File: config.mk
export PLATFORM = sky130hd
export DESIGN_NAME = arithmetic_and_memory_unit
export DESIGN_NICKNAME = d
export VERILOG_FILES = /design/src/rtl/arithmetic_and_memory_unit_pkg.sv /design/src/rtl/arithmetic_and_memory_unit_register_file.sv /design/src/rtl/arithmetic_and_memory_unit.sv
export SDC_FILE = /design/constraint.sdc
export NUM_CORES = 2
export LEC_CHECK = 0
export ABC_AREA = 1
export ABC_CLOCK_PERIOD_IN_PS = 5600
export BUFFER_PORTS_ARGS = -buffer_cell sky130_fd_sc_hd__buf_2
export CAP_MARGIN = 20
export CORE_MARGIN = 2
export CORE_UTILIZATION = 65
export CTS_BUF_LIST = sky130_fd_sc_hd__clkbuf_8
export CTS_CLUSTER_DIAMETER = 120
export DETAILED_ROUTE_END_ITERATION = 8
export PLACE_DENSITY_LB_ADDON = 0.08
export SLEW_MARGIN = 20
export SYNTH_ARGS = -nofsm -noshare
export SYNTH_HDL_FRONTEND = slang
export SYNTH_SLANG_ARGS = --single-unit
File: constraint.sdc
create_clock -name clk -period 5.6 [get_ports clk]
set_input_delay 0.28 -clock clk [delete_from_list [all_inputs] [get_ports clk]]
set_output_delay 0.28 -clock clk [all_outputs]
set_load 0.05 [all_outputs]
File: src/rtl/arithmetic_and_memory_unit_pkg.sv
// Shared widths, instruction field positions and ALU encodings for the
// arithmetic_and_memory_unit datapath and its companion modules.
package arithmetic_and_memory_unit_pkg;

  localparam int DATA_W     = 32;
  localparam int REG_ADDR_W = 5;
  localparam int NUM_REGS   = 32;
  localparam int MEM_DEPTH  = 64;
  localparam int MEM_ADDR_W = 6;

  localparam int OPCODE_MSB = 31;
  localparam int OPCODE_LSB = 26;
  localparam int RS_MSB     = 25;
  localparam int RS_LSB     = 21;
  localparam int RT_MSB     = 20;
  localparam int RT_LSB     = 16;
  localparam int IMM_MSB    = 15;
  localparam int IMM_LSB    = 0;
  localparam int SHAMT_MSB  = 10;
  localparam int SHAMT_LSB  = 6;

  localparam logic [REG_ADDR_W-1:0] LINK_REG = 5'd31;

  typedef enum logic [2:0] {
    ALU_ADD = 3'b000,
    ALU_SUB = 3'b001,
    ALU_AND = 3'b010,
    ALU_OR  = 3'b011,
    ALU_XOR = 3'b100,
    ALU_NOT = 3'b101,
    ALU_SLL = 3'b110,
    ALU_SRA = 3'b111
  } alu_op_e;

  typedef enum logic [1:0] {
    SRC_RT         = 2'b00,
    SRC_SEXT_IMM   = 2'b01,
    SRC_ZEXT_IMM   = 2'b10,
    SRC_ZEXT_SHAMT = 2'b11
  } alu_src_e;

  typedef struct packed {
    logic carry;
    logic zero;
    logic sign;
  } alu_flags_t;

endpackage

File: src/rtl/arithmetic_and_memory_unit_register_file.sv
// 32x32 register file: two combinational read ports, one clocked write port,
// register 0 hard-wired to zero, whole array cleared by the async reset.
module register_file
  import arithmetic_and_memory_unit_pkg::*;
(
  input  logic                  clk,
  input  logic                  reset,
  input  logic [REG_ADDR_W-1:0] rs_addr,
  input  logic [REG_ADDR_W-1:0] rt_addr,
  input  logic [REG_ADDR_W-1:0] wr_addr,
  input  logic                  wr_en,
  input  logic [DATA_W-1:0]     wr_data,
  output logic [DATA_W-1:0]     rs_data,
  output logic [DATA_W-1:0]     rt_data
);

  logic [DATA_W-1:0] regs_q [NUM_REGS];
  logic [DATA_W-1:0] regs_d [NUM_REGS];

  // Entry 0 is never updated, so it holds the zero it got at reset.
  always_comb begin
    regs_d = regs_q;
    if (wr_en && (wr_addr != '0)) begin
      regs_d[wr_addr] = wr_data;
    end
  end

  always_ff @(posedge clk or negedge reset) begin
    if (!reset) begin
      regs_q <= '{default: '0};
    end else begin
      regs_q <= regs_d;
    end
  end

  assign rs_data = regs_q[rs_addr];
  assign rt_data = regs_q[rt_addr];

endmodule

File: src/rtl/arithmetic_and_memory_unit.sv
// Single-cycle datapath slice: instruction ROM, register file, ALU, data memory
// and write-back mux. ROM words arrive through ROM_IMAGE (word k at [32k+:32]).
module arithmetic_and_memory_unit
  import arithmetic_and_memory_unit_pkg::*;
#(
  parameter logic [MEM_DEPTH*DATA_W-1:0] ROM_IMAGE = '0
) (
  input  logic              clk,
  input  logic              reset,
  input  logic [DATA_W-1:0] PCin,
  input  logic              RegWrite,
  input  logic              MemRead,
  input  logic              MemWrite,
  input  logic              MemtoReg,
  input  logic              DataPCSel,
  input  logic              RegSelect,
  input  logic [2:0]        ALUop,
  input  logic [1:0]        ALUinSel,
  output logic [DATA_W-1:0] ALUresult,
  output logic [DATA_W-1:0] address,
  output logic [DATA_W-1:0] data_to_mem,
  output logic [2:0]        flags,
  output logic [5:0]        opcode
);

  logic [DATA_W-1:0]     rom [MEM_DEPTH];
  logic [DATA_W-1:0]     instr;
  logic [REG_ADDR_W-1:0] rs;
  logic [REG_ADDR_W-1:0] rt;
  logic [15:0]           imm16;
  logic [4:0]            shamt;
  logic [DATA_W-1:0]     rs_data;
  logic [DATA_W-1:0]     rt_data;
  logic [DATA_W-1:0]     operand_b;
  logic [DATA_W:0]       wide_sum;
  logic [DATA_W-1:0]     alu_result;
  logic                  alu_carry;
  alu_flags_t            alu_flags;
  logic [MEM_ADDR_W-1:0] mem_index;
  logic [DATA_W-1:0]     mem_rdata;
  logic [DATA_W-1:0]     wb_base;
  logic [REG_ADDR_W-1:0] dest_reg;
  logic [DATA_W-1:0]     dmem_q [MEM_DEPTH];
  logic [DATA_W-1:0]     dmem_d [MEM_DEPTH];

  for (genvar g = 0; g < MEM_DEPTH; g++) begin : g_rom
    assign rom[g] = ROM_IMAGE[g*DATA_W +: DATA_W];
  end

  assign instr  = rom[PCin[MEM_ADDR_W-1:0]];
  assign opcode = instr[OPCODE_MSB:OPCODE_LSB];
  assign rs     = instr[RS_MSB:RS_LSB];
  assign rt     = instr[RT_MSB:RT_LSB];
  assign imm16  = instr[IMM_MSB:IMM_LSB];
  assign shamt  = instr[SHAMT_MSB:SHAMT_LSB];

  register_file u_regfile (
    .clk     (clk),
    .reset   (reset),
    .rs_addr (rs),
    .rt_addr (rt),
    .wr_addr (dest_reg),
    .wr_en   (RegWrite),
    .wr_data (data_to_mem),
    .rs_data (rs_data),
    .rt_data (rt_data)
  );

  always_comb begin
    operand_b = '0;
    case (alu_src_e'(ALUinSel))
      SRC_RT:         operand_b = rt_data;
      SRC_SEXT_IMM:   operand_b = {{16{imm16[15]}}, imm16};
      SRC_ZEXT_IMM:   operand_b = {16'b0, imm16};
      SRC_ZEXT_SHAMT: operand_b = {27'b0, shamt};
      default:        operand_b = '0;
    endcase
  end

  // Subtraction is A + ~B + 1, so bit 32 is the no-borrow carry.
  always_comb begin
    wide_sum   = '0;
    alu_result = '0;
    alu_carry  = 1'b0;
    case (alu_op_e'(ALUop))
      ALU_ADD: begin
        wide_sum   = {1'b0, rs_data} + {1'b0, operand_b};
        alu_result = wide_sum[DATA_W-1:0];
        alu_carry  = wide_sum[DATA_W];
      end
      ALU_SUB: begin
        wide_sum   = {1'b0, rs_data} + {1'b0, ~operand_b} + 33'd1;
        alu_result = wide_sum[DATA_W-1:0];
        alu_carry  = wide_sum[DATA_W];
      end
      ALU_AND: alu_result = rs_data & operand_b;
      ALU_OR:  alu_result = rs_data | operand_b;
      ALU_XOR: alu_result = rs_data ^ operand_b;
      ALU_NOT: alu_result = ~rs_data;
      ALU_SLL: alu_result = rs_data << operand_b[4:0];
      ALU_SRA: alu_result = $unsigned($signed(rs_data) >>> operand_b[4:0]);
      default: alu_result = '0;
    endcase
  end

  assign alu_flags.carry = alu_carry;
  assign alu_flags.zero  = (alu_result == '0);
  assign alu_flags.sign  = alu_result[DATA_W-1];
  assign flags           = alu_flags;
  assign ALUresult       = alu_result;
  assign address         = alu_result;
  assign mem_index       = alu_result[MEM_ADDR_W-1:0];

  always_comb begin
    dmem_d = dmem_q;
    if (MemWrite) begin
      dmem_d[mem_index] = rt_data;
    end
  end

  always_ff @(posedge clk or negedge reset) begin
    if (!reset) begin
      dmem_q <= '{default: '0};
    end else begin
      dmem_q <= dmem_d;
    end
  end

  // Reads come from the stored array, so a same-cycle write is seen only after the edge.
  assign mem_rdata   = MemRead ? dmem_q[mem_index] : '0;
  assign wb_base     = MemtoReg ? mem_rdata : alu_result;
  assign data_to_mem = DataPCSel ? (PCin + 32'd1) : wb_base;
  assign dest_reg    = RegSelect ? LINK_REG : rt;

endmodule

## Word-level counts from Yosys, hierarchy flattened

Memories as Yosys holds them, arrays and structs flattened.
Cells that the tools add are included.

| word-level totals | value |
|---|---|
| bits in registers | 3,072 |
| bits in read-only memories | 2,048 |
| input port bits | 45 |
| output and inout bits | 105 |
| logic and storage cells | 161 |
| memories | 1 |

| operators by class | value |
|---|---|
| add/subtract/negate cells | 4 |
| $lt $le $gt $ge | 7 |
| eq/ne operators | 10 |
| shifts and indexed selects | 2 |
| muxes and demuxes | 24 |
| bitwise operators | 10 |
| reductions and logical operators | 7 |

Memories:

| name | depth | width | read ports | clocked after memory_dff | write ports | RTL line | RTL |
|---|---|---|---|---|---|---|---|
| (name not given) | 64 | 32 | 1 | 0 | 0 | arithmetic_and_memory_unit.sv:50 | `assign instr = rom[PCin[MEM_ADDR_W-1:0]];` |

Operator list:

| cell | number |
|---|---|
| bitwise mux 2048 bit | 1 |
| bitwise mux 1024 bit | 1 |
| 2-to-1 mux 32 bit | 13 |
| binary-select mux 32 bit (select 5 bit) | 2 |
| one-hot mux 32 bit (8 select lines) | 1 |
| binary-select mux 32 bit (select 6 bit) | 1 |
| demux 32 bit (select 6 bit) | 1 |
| demux 32 bit (select 5 bit) | 1 |
| one-hot mux 32 bit (4 select lines) | 1 |
| adder 32 x 32 -> 33 bit | 2 |
| NOT 32 bit | 2 |
| adder 33 x 1 -> 33 bit (second input constant) | 1 |
| adder 32 x 1 -> 32 bit (second input constant) | 1 |
| bitwise AND 32 bit | 1 |
| zero test 32 bit | 1 |
| OR 32 bit | 1 |
| << shifter 32 x 5 -> 32 bit | 1 |
| >>> shifter 32 x 5 -> 32 bit | 1 |
| bitwise XOR 32 bit | 1 |
| >= comparator 6 bit (second input constant) | 3 |
| NOT 5 -> 6 bit | 3 |
| >= comparator 7 bit (second input constant) | 2 |
| NOT 6 -> 7 bit | 2 |
| == test 3 bit (second input constant) | 4 |
| 12 further kinds | 16 |

## Longest topological paths before layout

| depth | value |
|---|---|
| word-level depth | 21 |
| gate-level depth with buffers | 28 |

## By module

Synthesis repeated with hierarchy kept, for this count alone.

| second synthesis, totals | value |
|---|---|
| cells, all modules | 22,356 |
| area total of the unflattened synthesis | 160,481.4 µm² |

Modules (own cells, without submodules):

| module | times used | cells an instance | area an instance (µm²) | sequential area each (µm²) |
|---|---|---|---|---|
| arithmetic_and_memory_unit | 1 | 14,086 | 104,371.4 | 51,249.2 |
| register_file | 1 | 8,270 | 56,110.1 | 25,624.6 |

## Least setup slack after synthesis

Ideal clock, no wire load.

| timing path | value |
|---|---|
| path type | reg-to-output |
| from | register u_regfile.regs_q[994] (netlist name) |
| to | output data_to_mem[11] |
| data arrival time | 4.335 ns |
| data required time | 5.320 ns |
| path slack | 0.985 ns |
| stages on the path, launching flop included | 14 |
| cell sequence | dfrtp_1 clkbuf_1 nand2_1 clkbuf_1 clkbuf_1 clkbuf_1 o21ai_0 o21ai_0 a21oi_1 a21boi_0 inv_1 o21ai_0 inv_1 a21oi_1 |

RTL lines:

| item | RTL line | RTL |
|---|---|---|
| start: declaration | arithmetic_and_memory_unit_register_file.sv:17 | `logic [DATA_W-1:0] regs_q [NUM_REGS];` |
| start signal: assignment | arithmetic_and_memory_unit_register_file.sv:32 | `regs_q <= regs_d;` |
| binary-select mux 32 bit (select 5 bit) | arithmetic_and_memory_unit_register_file.sv:37 | `assign rt_data = regs_q[rt_addr];` |
| 2-to-1 mux 32 bit (implied by the code) (2 in series) | arithmetic_and_memory_unit_register_file.sv:37 |  |
| one-hot mux 32 bit (4 select lines) | arithmetic_and_memory_unit.sv:71 | `case (alu_src_e'(ALUinSel))` |
| NOT 32 bit | arithmetic_and_memory_unit.sv:92 | `wide_sum = {1'b0, rs_data} + {1'b0, ~operand_b} + 33'd1;` |
| adder 32 x 32 -> 33 bit | arithmetic_and_memory_unit.sv:92 |  |
| adder 33 x 1 -> 33 bit | arithmetic_and_memory_unit.sv:92 |  |
| one-hot mux 32 bit (8 select lines) * | arithmetic_and_memory_unit.sv:85 | `case (alu_op_e'(ALUop))` |
| via ALUresult[11] | arithmetic_and_memory_unit.sv:19 | `output logic [DATA_W-1:0] ALUresult,` |
| 2-to-1 mux 32 bit * | arithmetic_and_memory_unit.sv:131 | `assign wb_base = MemtoReg ? mem_rdata : alu_result;` |
| 2-to-1 mux 32 bit * | arithmetic_and_memory_unit.sv:132 | `assign data_to_mem = DataPCSel ? (PCin + 32'd1) : wb_base;` |
| end: declaration | arithmetic_and_memory_unit.sv:21 | `output logic [DATA_W-1:0] data_to_mem,` |

The timed path passes the listed nets; every way through them passes the cells marked *. The select of a mux whose other input is x is not followed.

## Worst setup path after layout

| timing path | value |
|---|---|
| from | register u_regfile.regs_q[995] (netlist name) |
| to | output data_to_mem[21] |

| between the ends | value |
|---|---|
| longest elaborated chain between the ends | 15 |

Ends and longest elaborated chain:

| item | RTL line | RTL |
|---|---|---|
| binary-select mux 32 bit (select 5 bit) | arithmetic_and_memory_unit_register_file.sv:37 |  |
| 2-to-1 mux 32 bit (implied by the code) (2 in series) | arithmetic_and_memory_unit_register_file.sv:37 |  |
| one-hot mux 32 bit (4 select lines) | arithmetic_and_memory_unit.sv:71 |  |
| NOT 32 bit | arithmetic_and_memory_unit.sv:92 |  |
| adder 32 x 32 -> 33 bit | arithmetic_and_memory_unit.sv:92 |  |
| adder 33 x 1 -> 33 bit | arithmetic_and_memory_unit.sv:92 |  |
| one-hot mux 32 bit (8 select lines) * | arithmetic_and_memory_unit.sv:85 |  |
| NOT 6 -> 7 bit (implied by the code) | arithmetic_and_memory_unit.sv:130 | `assign mem_rdata = MemRead ? dmem_q[mem_index] : '0;` |
| binary-select mux 32 bit (select 6 bit) | arithmetic_and_memory_unit.sv:130 |  |
| 2-to-1 mux 32 bit (implied by the code) (2 in series) | arithmetic_and_memory_unit.sv:130 |  |
| 2-to-1 mux 32 bit | arithmetic_and_memory_unit.sv:130 |  |
| 2-to-1 mux 32 bit * | arithmetic_and_memory_unit.sv:131 |  |
| 2-to-1 mux 32 bit * | arithmetic_and_memory_unit.sv:132 |  |

Mark *: on every way between the ends. The rest lies on a longest branch, timed or not. The select of a mux whose other input is x is not followed.

==> results.toml <==
[worst_hold_path]
worstHoldPathType = "input port to flip-flop"
whs_endpoint = "dmem_q[399]"
worstHoldStart = "MemWrite"
min_path_cells = 6

[sta]
tns_ns = -0.00950
rsz0062_at_grt = "true"
worst_pin_slew_ns = 1.11
max_freq_mhz = 178
fin_ws_ns = -0.00950
final-hold-violation-count = 0
relSlewSlack = 0.258
finClkSkew_ns = 0.0961
slew_viol_final = 0
finalCritPeriodShare = 1.00
finalCriticalPeriod_ns = 5.61
setup_viol = 1

[yosys]
synth_edf_count = 0
netlist_area_um2 = 105000
synth.yosys.warnings = 0
synth_seq_area_share = 0.498
synth.area.top_cells = "dfrtp_1, nand2_1, o21ai_0, inv_1, clkbuf_1"
avgSynthCellArea_um2 = 7.17
yosysTopAreaCellShare = 0.498
synth_top_area_cell = "dfrtp_1"
ys_ff_latch = 2080
synth_cells = 14600
yosysUniqueCellTypes = 51
async_flop_share = 1.00
synth_top_flop_cell = "dfrtp_1"

[layout]
layout_common_cells = "nand2_1, o21ai_0, dfrtp_1"
area_growth_pct = 12.5
layout_commonest_cell = "nand2_1"
drive_gt1_frac = 0.0979
finish.utilization = 0.734
layoutNonFillerInstCount = 16800
nets = 14400

[cts]
clkSinkCount = 2080
cts_buffers = 353
cts_tree = "built"
ctsRootBufferMaster = "clkbuf_8"
cts_buffer_depth = 4
htreeDepth = 5
cts.clk_slew.worst_paths_ns = 0.06
insertion_delay_ns = 1.09

[floorplanning]
io_pins = 150
die_h_um = 405
fp.dieArea_um2 = 164000
initial_core_util = 0.652
die_x_um = 405
num_rows = 147
core_um2 = 160000

[setup_path]
worstPathArrival_ns = 5.33
crit_type = "flip-flop to primary output"
start_kind = "flip-flop"
worst_r2r_path_depth = 18
path_max_fanout = 57
r2r_end = "dmem_q[1909]"
reg2reg_slack_ns = 0.81
crit_required_ns = 5.32
worstReg2RegStart = "u_regfile.regs_q[995]"
worstSetupEndpointType = "primary output"

[power]
p_leak_nw = 55.1
ir_worst_vdd_mv = 0.285
power.density_nw_per_um2 = 283
power_mw = 33.3

[routing]
dr.pass1.iters = 8
routed_wl_um = 377000
avgViaCountPerCell = 6.00
antenna_left = 0
met2_length_um = 160000
wl_met3_um = 50300
drc = 0
routedWlPerCell_um = 22.4
drt-initial-drc-count = 14100
top_layer_used = "met5"
drt-met1-wl_um = 138000
via_count = 101000

[placement]
place_hpwl_um = 226000
place.gp.congestion = 1.01
dp.cells = 16100
portBuffers = 141

[grt]
antenna_found_initial = 16
grt_start_max_net_pins = 160
grtUsageTotal = 0.452
first_global_vias = 93700
grt-ovfl-total = 0
grt_first_pass_wirelength_um = 561000

[status]
outcome = "finished with violations"
violations = "setup timing"

[job]
drv_cap = 0
==> state kept, by name, summed over array words and instances, names as in the netlist <==
name / flops
u_regfile.regs_q: 32
dmem_q: 2048
==> what timing repair did <==
action,4_1_cts,5_1_grt
resized for setup,99,202
gates cloned,5,16
pin swaps,5,18
endpoints found under the setup margin,35,33
hold buffers,3,0
buffers inserted,13,4
hold endpoints to repair,1013,0
==> where the power goes <==
| part | switching, mW | leakage (nW) | internal (mW) | total [mW] |
|---|---|---|---|---|
| registers | 0.0959 | 28.5 | 15.2 | 15.3 |
| clock network | 6.19 | 4.04 | 7.49 | 13.7 |
| logic | 3.05 | 22.6 | 1.24 | 4.30 |
==> critical path, stage by stage (launching register included) <==
cell and delay, ns:
dfrtp_2 0.46, inv_2 0.15, nor2_4 0.27, buf_12 0.24, nor2_1 0.11, nand2_1 0.10, nand2_1 0.05, nand2_1 0.09
nand3_4 0.13, nand3_4 0.14, buf_4 0.20, buf_12 0.28, buf_12 0.28, o21ai_0 0.15, nand2_1 0.09, nand2_1 0.05
nand2_1 0.07, nand2_1 0.13, nand2_2 0.19, nand2_2 0.15, nor2_2 0.16, nand3_4 0.13, buf_4 0.19, a21oi_1 0.13
buf_4 0.15, buf_12 0.13
==> how the worst max path moves through the flow <==
stage / startpoint / end / slack (ns)
3_5_place_dp: ALUinSel[0] / data_to_mem[10] / 0.17
4_1_cts: u_regfile.regs_q[993] / data_to_mem[18] / 0.0009
3_3_place_gp: ALUinSel[0] / data_to_mem[10] / 0.09
6_report: u_regfile.regs_q[995] / data_to_mem[21] / -0.009
5_1_grt: u_regfile.regs_q[992] / data_to_mem[21] / -0.03
2_1_floorplan: u_regfile.regs_q[994] / data_to_mem[11] / 0.98
==> Yosys cell counts, drive strengths merged (9+ instances only) <==
master,number
o211ai,22
dfrtp,2080
inv,1144
nor4,13
o2111ai,9
o21ai,3055
nand3,295
clkbuf,1057
nand4,120
nand2,5899
nor2,473
a21oi,138
nor3,30
buf,147
xor2,19
o221ai,9
==> layout make-up <==
cell class	count	area (um^2)
diodes	5	12.5
clock buffers	457	6290
clock inverters	145	738
fillers	12600	42700
inverters	1151	4370
multi-input cells	10200	44300
flip-flops and latches	2080	52100
well taps	2160	2700
repair buffers	638	7010
repair inverters	1	7.51
==> per-stage QoR <==
step,area [um^2],setup slack [ns],hold WS [ns]
2_1_floorplan,105000,0.985,-0.0156
3_3_place_gp,109000,0.0890,0.359
3_5_place_dp,109000,0.166,0.362
4_1_cts,116000,0.000937,0.0195
5_1_grt,118000,-0.0346,0.108
6_report,118000,-0.00950,0.0761
==> logic make-up after synthesis <==
logic type,share of synthesized area
and+or+nand+nor,0.254
AOI/OAI and AO/OA,0.159
muxes,0.0000958
other,0.0000719
DFF,0.498
adders and majority gates,0.000239
buffers and inverters,0.0868
xor gates and xnor gates,0.00209
==> routing by layer <==
metal / vias up / global-route usage
li1: 45500 / -
met1: 47600 / 0.583
met2: 6296 / 0.659
met3: 1298 / 0.142
met5: - / 0.00743
met4: 12 / 0.297
Power figures use the tool's default switching activity.
